--- config.mk ---
export PLATFORM = sky130hd
export DESIGN_NAME = game_flow_fsm_flat
export DESIGN_NICKNAME = d
export VERILOG_FILES = /design/src/rtl/game_flow_if.sv /design/src/rtl/game_flow_fsm.sv /design/src/flat_wrapper.sv
export SDC_FILE = /design/constraint.sdc
export NUM_CORES = 1
export LEC_CHECK = 0
export BUFFER_PORTS_ARGS = -buffer_cell sky130_fd_sc_hd__buf_2
export CAP_MARGIN = 20
export CELL_PAD_IN_SITES_DETAIL_PLACEMENT = 1
export CELL_PAD_IN_SITES_GLOBAL_PLACEMENT = 1
export CORE_ASPECT_RATIO = 0.7
export CORE_UTILIZATION = 30
export CTS_BUF_LIST = sky130_fd_sc_hd__clkbuf_4 sky130_fd_sc_hd__clkbuf_8
export CTS_CLUSTER_DIAMETER = 120
export DETAILED_ROUTE_END_ITERATION = 10
export PLACE_DENSITY = 0.65
export SKIP_CTS_REPAIR_TIMING = 1
export SLEW_MARGIN = 20
export SYNTH_ARGS = -nofsm -noshare
export SYNTH_HDL_FRONTEND = slang
export SYNTH_SLANG_ARGS = --single-unit
--- constraint.sdc ---
create_clock -name Clk -period 7.4 [get_ports Clk]
set_input_delay 1.11 -clock Clk [delete_from_list [all_inputs] [get_ports Clk]]
set_output_delay 1.11 -clock Clk [all_outputs]
set_load 0.03 [all_outputs]
--- src/rtl/game_flow_if.sv ---
// ---------------------------------------------------------------------------
// game_flow_if
// Bundles the game-flow controller's signals: keyboard keycode, collision
// flag and frame tick coming in; state, mode, survival/best timers and the
// two event pulses going out to the display path.
//   master : keyboard / collision / video side (drives the inputs)
//   slave  : game_flow_fsm (drives the status outputs)
// Parameters must match the controller instance (NUM_MODES, TIME_W).
// ---------------------------------------------------------------------------
interface game_flow_if #(
    parameter int NUM_MODES = 3,
    parameter int TIME_W    = 16
);
    localparam int MODE_W = ($clog2(NUM_MODES) > 1) ? $clog2(NUM_MODES) : 1;

    logic [7:0]        keycode;
    logic              is_collision;
    logic              frame_tick;
    logic [2:0]        Current_State;
    logic [MODE_W-1:0] Mode;
    logic [TIME_W-1:0] survive_frames;
    logic [TIME_W-1:0] best_frames;
    logic              level_up;
    logic              game_over_pulse;

    modport master (
        output keycode, is_collision, frame_tick,
        input  Current_State, Mode, survive_frames, best_frames,
               level_up, game_over_pulse
    );

    modport slave (
        input  keycode, is_collision, frame_tick,
        output Current_State, Mode, survive_frames, best_frames,
               level_up, game_over_pulse
    );
endinterface

--- src/rtl/game_flow_fsm.sv ---
// ---------------------------------------------------------------------------
// game_flow_fsm
// Top-level game-flow controller: START -> PLAY <-> PAUSE, PLAY -> DYING ->
// GAME_OVER -> START. Tracks the difficulty mode (with optional automatic
// promotion after LEVEL_UP_FRAMES ticks in one mode), frames survived in the
// current run and the best run since reset. Every output is a register.
// Ports:
//   Clk      : system clock
//   Reset_h  : synchronous active-high reset
//   bus      : game_flow_if.slave (keycode, is_collision, frame_tick in;
//              Current_State, Mode, survive_frames, best_frames, level_up,
//              game_over_pulse out)
// ---------------------------------------------------------------------------
module game_flow_fsm #(
    parameter int         NUM_MODES         = 3,
    parameter logic [7:0] MODE_KEY_BASE     = 8'd30,
    parameter logic [7:0] RESTART_KEY       = 8'h28,
    parameter logic [7:0] PAUSE_KEY         = 8'h13,
    parameter int         DEATH_HOLD_FRAMES = 60,
    parameter int         LEVEL_UP_FRAMES   = 600,
    parameter int         AUTO_PROMOTE      = 1,
    parameter int         TIME_W            = 16
) (
    input  logic         Clk,
    input  logic         Reset_h,
    game_flow_if.slave   bus
);
    localparam int MODE_W = ($clog2(NUM_MODES) > 1) ? $clog2(NUM_MODES) : 1;
    localparam int LVL_W  = $clog2(LEVEL_UP_FRAMES + 1);
    localparam int DTH_W  = ($clog2(DEATH_HOLD_FRAMES + 1) > 1) ? $clog2(DEATH_HOLD_FRAMES + 1) : 1;

    localparam logic [LVL_W-1:0]  LVL_MAX      = LVL_W'(LEVEL_UP_FRAMES);
    localparam logic [DTH_W-1:0]  DTH_LAST     = DTH_W'(DEATH_HOLD_FRAMES - 1);
    localparam logic [MODE_W-1:0] MODE_TOP     = MODE_W'(NUM_MODES - 1);
    localparam logic [TIME_W-1:0] TIME_MAX     = '1;
    localparam logic [8:0]        MODE_KEY_END = 9'(MODE_KEY_BASE) + 9'(NUM_MODES);

    typedef enum logic [2:0] {
        ST_START     = 3'd0,
        ST_PLAY      = 3'd1,
        ST_PAUSE     = 3'd2,
        ST_DYING     = 3'd3,
        ST_GAME_OVER = 3'd4
    } state_e;

    state_e            state_q;
    logic [MODE_W-1:0] mode_q;
    logic [TIME_W-1:0] survive_q;
    logic [TIME_W-1:0] best_q;
    logic [LVL_W-1:0]  level_cnt_q;
    logic [DTH_W-1:0]  death_cnt_q;
    logic [7:0]        key_q;
    logic              level_up_q;
    logic              game_over_q;

    // Edge detect on the keycode: a held key is a single press, and because
    // key_q clears on reset a key held through reset yields one press after.
    logic key_press;
    assign key_press = (bus.keycode != 8'd0) && (bus.keycode != key_q);

    logic              mode_hit;
    logic [MODE_W-1:0] mode_sel;
    assign mode_hit = key_press && (bus.keycode >= MODE_KEY_BASE) &&
                      ({1'b0, bus.keycode} < MODE_KEY_END);
    assign mode_sel = MODE_W'(bus.keycode - MODE_KEY_BASE);

    logic pause_press, restart_press;
    assign pause_press   = key_press && (bus.keycode == PAUSE_KEY);
    assign restart_press = key_press && (bus.keycode == RESTART_KEY);

    // Saturating next values used on a frame tick in PLAY.
    logic [TIME_W-1:0] survive_inc_d;
    logic [LVL_W-1:0]  level_inc_d;
    assign survive_inc_d = (survive_q == TIME_MAX) ? survive_q : survive_q + TIME_W'(1);
    assign level_inc_d   = (level_cnt_q == LVL_MAX) ? LVL_MAX : level_cnt_q + LVL_W'(1);

    logic promote;
    assign promote = (AUTO_PROMOTE != 0) && bus.frame_tick && !bus.is_collision &&
                     (level_inc_d == LVL_MAX) && (mode_q != MODE_TOP);

    // NOTE: all state lives in this one clocked block and uses non-blocking
    // assignments, so later statements see the pre-edge values of every
    // register and the order of assignments inside a branch only decides
    // which write wins, never what is read.
    always_ff @(posedge Clk) begin
        if (Reset_h) begin
            state_q     <= ST_START;
            mode_q      <= '0;
            survive_q   <= '0;
            best_q      <= '0;
            level_cnt_q <= '0;
            death_cnt_q <= '0;
            key_q       <= 8'd0;
            level_up_q  <= 1'b0;
            game_over_q <= 1'b0;
        end else begin
            key_q       <= bus.keycode;
            // Pulses default low so they last exactly one cycle.
            level_up_q  <= 1'b0;
            game_over_q <= 1'b0;

            case (state_q)
                ST_START: begin
                    if (mode_hit) begin
                        state_q     <= ST_PLAY;
                        mode_q      <= mode_sel;
                        survive_q   <= '0;
                        level_cnt_q <= '0;
                    end
                end

                ST_PLAY: begin
                    // A tick coinciding with a collision still counts.
                    if (bus.frame_tick) begin
                        survive_q   <= survive_inc_d;
                        level_cnt_q <= level_inc_d;
                    end
                    if (bus.is_collision) begin
                        state_q     <= ST_DYING;
                        death_cnt_q <= '0;
                    end else begin
                        if (promote) begin
                            mode_q      <= mode_q + MODE_W'(1);
                            level_up_q  <= 1'b1;
                            level_cnt_q <= '0;
                        end
                        if (pause_press) begin
                            state_q <= ST_PAUSE;
                        end
                    end
                end

                ST_PAUSE: begin
                    if (pause_press) begin
                        state_q <= ST_PLAY;
                    end else if (restart_press) begin
                        state_q <= ST_START;
                    end
                end

                ST_DYING: begin
                    if (bus.frame_tick) begin
                        if (death_cnt_q == DTH_LAST) begin
                            state_q     <= ST_GAME_OVER;
                            game_over_q <= 1'b1;
                            if (survive_q > best_q) begin
                                best_q <= survive_q;
                            end
                        end else begin
                            death_cnt_q <= death_cnt_q + DTH_W'(1);
                        end
                    end
                end

                ST_GAME_OVER: begin
                    if (restart_press) begin
                        state_q <= ST_START;
                    end
                end

                // Encodings 5..7 recover to the start screen.
                default: state_q <= ST_START;
            endcase
        end
    end

    assign bus.Current_State   = state_q;
    assign bus.Mode            = mode_q;
    assign bus.survive_frames  = survive_q;
    assign bus.best_frames     = best_q;
    assign bus.level_up        = level_up_q;
    assign bus.game_over_pulse = game_over_q;

endmodule

--- src/flat_wrapper.sv ---
// flat-port wrapper written by rule: the top's interface ports become plain ports
module game_flow_fsm_flat 
#(
    parameter int         NUM_MODES         = 3,
    parameter logic [7:0] MODE_KEY_BASE     = 8'd30,
    parameter logic [7:0] RESTART_KEY       = 8'h28,
    parameter logic [7:0] PAUSE_KEY         = 8'h13,
    parameter int         DEATH_HOLD_FRAMES = 60,
    parameter int         LEVEL_UP_FRAMES   = 600,
    parameter int         AUTO_PROMOTE      = 1,
    parameter int         TIME_W            = 16
)
  (Clk, Reset_h, bus_keycode, bus_is_collision, bus_frame_tick, bus_Current_State, bus_Mode, bus_survive_frames, bus_best_frames, bus_level_up, bus_game_over_pulse);
  game_flow_if #(.NUM_MODES(NUM_MODES), .TIME_W(TIME_W)) bus_i ();
  input  logic Clk;
  input  logic Reset_h;
  input wire logic [$bits(bus_i.keycode)-1:0] bus_keycode;
  input wire logic [$bits(bus_i.is_collision)-1:0] bus_is_collision;
  input wire logic [$bits(bus_i.frame_tick)-1:0] bus_frame_tick;
  output wire logic [$bits(bus_i.Current_State)-1:0] bus_Current_State;
  output wire logic [$bits(bus_i.Mode)-1:0] bus_Mode;
  output wire logic [$bits(bus_i.survive_frames)-1:0] bus_survive_frames;
  output wire logic [$bits(bus_i.best_frames)-1:0] bus_best_frames;
  output wire logic [$bits(bus_i.level_up)-1:0] bus_level_up;
  output wire logic [$bits(bus_i.game_over_pulse)-1:0] bus_game_over_pulse;
  assign bus_i.keycode = bus_keycode;
  assign bus_i.is_collision = bus_is_collision;
  assign bus_i.frame_tick = bus_frame_tick;
  assign bus_Current_State = bus_i.Current_State;
  assign bus_Mode = bus_i.Mode;
  assign bus_survive_frames = bus_i.survive_frames;
  assign bus_best_frames = bus_i.best_frames;
  assign bus_level_up = bus_i.level_up;
  assign bus_game_over_pulse = bus_i.game_over_pulse;
  game_flow_fsm #(.NUM_MODES(NUM_MODES), .MODE_KEY_BASE(MODE_KEY_BASE), .RESTART_KEY(RESTART_KEY), .PAUSE_KEY(PAUSE_KEY), .DEATH_HOLD_FRAMES(DEATH_HOLD_FRAMES), .LEVEL_UP_FRAMES(LEVEL_UP_FRAMES), .AUTO_PROMOTE(AUTO_PROMOTE), .TIME_W(TIME_W)) u_core (.Clk(Clk), .Reset_h(Reset_h), .bus(bus_i));
endmodule
==> flow_summary.json <==
{
  "synth_area_um2": 3640,
  "rows": 33,
  "grt_max_degree": 39,
  "power_density_nw_per_um2": 181,
  "grt_antenna_before_repair": 0,
  "nNetsFinal": 517,
  "io_buffers": 50,
  "dr.first_iter.drc_count": 131,
  "reg2reg_depth": 7,
  "syn_nets": 473,
  "first_pass_iters": 4,
  "layout_min_cycle_time_ns": 3.24,
  "drive_gt1_frac": 0.152,
  "drt_wl_total_um": 10200,
  "worst_path_max_delay_cell": "nor4_1",
  "cts_buffer_depth": 2,
  "yosysSeqAreaShare": 0.346,
  "synth_area_leaders": "dfxtp_1, ha_1, nand2_1",
  "crit_top_cell": "nor4_1",
  "slew_headroom": 0.295,
  "crit_fanout": 10,
  "drc": 0,
  "synthFlopType": "dfxtp_1",
  "worstPathRequired_ns": 7.63,
  "cp-end-kind": "flop",
  "grt_usage": 0.171,
  "cts_inserted_buffers": 9,
  "status": "finished clean",
  "die_w_um": 134,
  "hold_depth": 2,
  "ys_ff_latch": 63,
  "cts_root_buf": "clkbuf_8",
  "finalSetupViolCount": 0,
  "clock.fmax_mhz": 309,
  "cp_top_family": "simple AND/OR/NAND/NOR gates",
  "ir_worst_vdd_mv": 0.0756,
  "dieHeight_um": 94.2,
  "ys_async_sr_fraction": 0,
  "ant_nets": 0,
  "start_util": 0.310,
  "viasPerCell": 5.11,
  "dr_total_vias": 3294,
  "diodes": 0,
  "p_total_mw": 0.763,
  "worst_skew_pair.late_latency_ns": 0.34,
  "synth_area_leader_cell": "dfxtp_1",
  "drv_cap": 0,
  "r2r-start": "u_core.level_cnt_q[0]",
  "grt_overflow_total": 0,
  "cpPeakStageDelay_ns": 0.59,
  "holdPathEnd": "u_core.bus.best_frames[4]",
  "avgRoutedWirePerCell_um": 15.8,
  "grt_pass1_wl_um": 17000,
  "ys.warnings.count": 0,
  "core_area_um2": 11800,
  "synthCells": 440,
  "p_leak_nw": 1.70,
  "cts_tree": "yes",
  "tightest_slew_ns": 1.05,
  "met1_length_um": 5410,
  "hold_viol_final": 0,
  "period_share": 0.438,
  "ys_types": 57,
  "dp.cells": 630,
  "clk_pin_slew_ns": 0.07,
  "setup_tns_ns": 0,
  "place_congestion": 0.812,
  "r2r_end": "u_core.level_cnt_q[4]",
  "critPathBufInv": 0,
  "r2r_slack_ns": 4.16,
  "stdcell_area_um2": 4220,
  "dieArea_um2": 12600,
  "startpoint_type": "flop",
  "hold_path.class": "reg2reg",
  "utilization": 0.359,
  "wl_met2_um": 4300,
  "critPathKind": "reg2reg",
  "grt_pass1_vias": 3321,
  "fin_cells": 645,
  "synth_edf_count": 0,
  "fin_worst_skew_ns": 0.00620,
  "wl_met3_um": 421,
  "synth_top_area_frac": 0.346,
  "cp.arrival_ns": 3.47,
  "htree_num_levels": 3,
  "hpwl_um": 7720,
  "pin_count": 51,
  "min-delay-start": "u_core.bus.best_frames[4]",
  "path_cells": "ha_1 > xor2_1 > nor4_1 > a2bb2o_1 > nor4_1 > nor2_1 > a221o_1",
  "top_layer_used": "met4",
  "place_area_um2": 4050,
  "area_growth_pct": 15.9,
  "timing.final.max_slew_violations": 0,
  "cts.sinks": 63,
  "rsz0062_at_grt": "false",
  "post_synth.cell_area_avg_um2": 8.28
}
## worst reg2reg max path: cells and delay by family, from the launching register on
| family | cells | cell delay (ns) |
|---|---|---|
| and+or+nand+nor | 3 | 1.27 |
| AOI/OAI and AO/OA | 2 | 0.72 |
| DFF | 1 | 0.55 |
| adders and majority gates | 1 | 0.45 |
| xor gates and xnor gates | 1 | 0.14 |
## how the worst max path moves through the flow
stage | from | end | slack, ns | depth (start not counted)
3_5_place_dp | bus_frame_tick | u_core.level_cnt_q[4] | 3.88 | 7
6_report | u_core.level_cnt_q[0] | u_core.level_cnt_q[4] | 4.16 | 7
5_1_grt | u_core.level_cnt_q[0] | u_core.level_cnt_q[4] | 3.98 | 8
3_3_place_gp | bus_frame_tick | u_core.bus.best_frames[1] | 3.93 | 5
2_1_floorplan | bus_keycode[0] | u_core.level_cnt_q[1] | 4.28 | 6
4_1_cts | u_core.level_cnt_q[0] | u_core.level_cnt_q[4] | 4.21 | 7
## where the power goes
part | switching [mW] | internal [mW] | leakage (nW) | total (mW)
clock network | 0.127 | 0.144 | 0.0942 | 0.271
logic | 0.0860 | 0.0397 | 1.10 | 0.126
registers | 0.0170 | 0.349 | 0.510 | 0.366
total | 0.230 | 0.533 | 1.70 | 0.763
## metrics by stage
step | setup WS [ns] | hold slack (ns)
2_1_floorplan | 4.28 | 0.502
3_3_place_gp | 3.93 | 0.459
3_5_place_dp | 3.88 | 0.470
4_1_cts | 4.21 | 0.480
5_1_grt | 3.98 | 0.490
6_report | 4.16 | 0.477
## synthesized netlist by cell type, drive strengths merged, types with 3 or more instances
master  number
a221o        3
nor3        10
buf          6
nor2b       12
nand2       60
nand3       18
nor4         5
nand4       18
o211ai       3
inv         29
ha          21
nand2b       4
a211oi       3
clkbuf      15
and4         6
mux2i       17
and3         7
a21oi       14
and2         4
a21o         3
xnor2        7
dfxtp       63
nor2        40
o21ai        9
xor2        25
## cells by family after synthesis
| family | count (synthesis) | synth area share |
|---|---|---|
| adder cells (fa/ha/maj) | 21 | 0.0721 |
| AND/OR/NAND/NOR | 194 | 0.268 |
| XOR/XNOR | 32 | 0.0769 |
| multiplexers | 17 | 0.0467 |
| flip-flops | 63 | 0.346 |
| buffers and inverters | 50 | 0.0536 |
| AO/OA/AOI/OAI | 63 | 0.137 |
## sequential cells by signal, summed over array words and instances (netlist names)
| signal | count |
|---|---|
| u_core.bus.Current_State | 3 |
| u_core.bus.Mode | 2 |
| u_core.bus.best_frames | 16 |
| u_core.bus.game_over_pulse | 1 |
| u_core.bus.level_up | 1 |
| u_core.bus.survive_frames | 16 |
| u_core.death_cnt_q | 6 |
| u_core.key_q | 8 |
| u_core.level_cnt_q | 10 |
## final cells by class
| type | instances | area (µm²) |
|---|---|---|
| Clock buffer | 14 | 168 |
| Inverter | 29 | 109 |
| Sequential cell | 63 | 1260 |
| Fill cell | 1448 | 7540 |
| Multi-Input combinational cell | 327 | 2200 |
| Tap cell | 157 | 196 |
| Timing Repair Buffer | 54 | 288 |
| Clock inverter | 1 | 5.00 |
## layer usage
| metal | vias to the layer above | GRT usage |
|---|---|---|
| li1 | 1635 | - |
| met1 | 1606 | 0.244 |
| met2 | 48 | 0.259 |
| met4 | 0 | 0.0398 |
| met3 | 5 | 0.0383 |
| met5 | - | 0 |
## cells in the final DEF (no fill, tap or decap), drive strengths merged, types with 9 or more instances in the layout
cell	n
dfxtp	63
nor3	10
buf	54
nor2	40
o21ai	9
a21oi	14
mux2i	17
clkbuf	14
nand4	18
nor2b	12
xor2	25
nand3	18
inv	29
nand2	60
ha	21
Power figures use the tool's default switching activity.
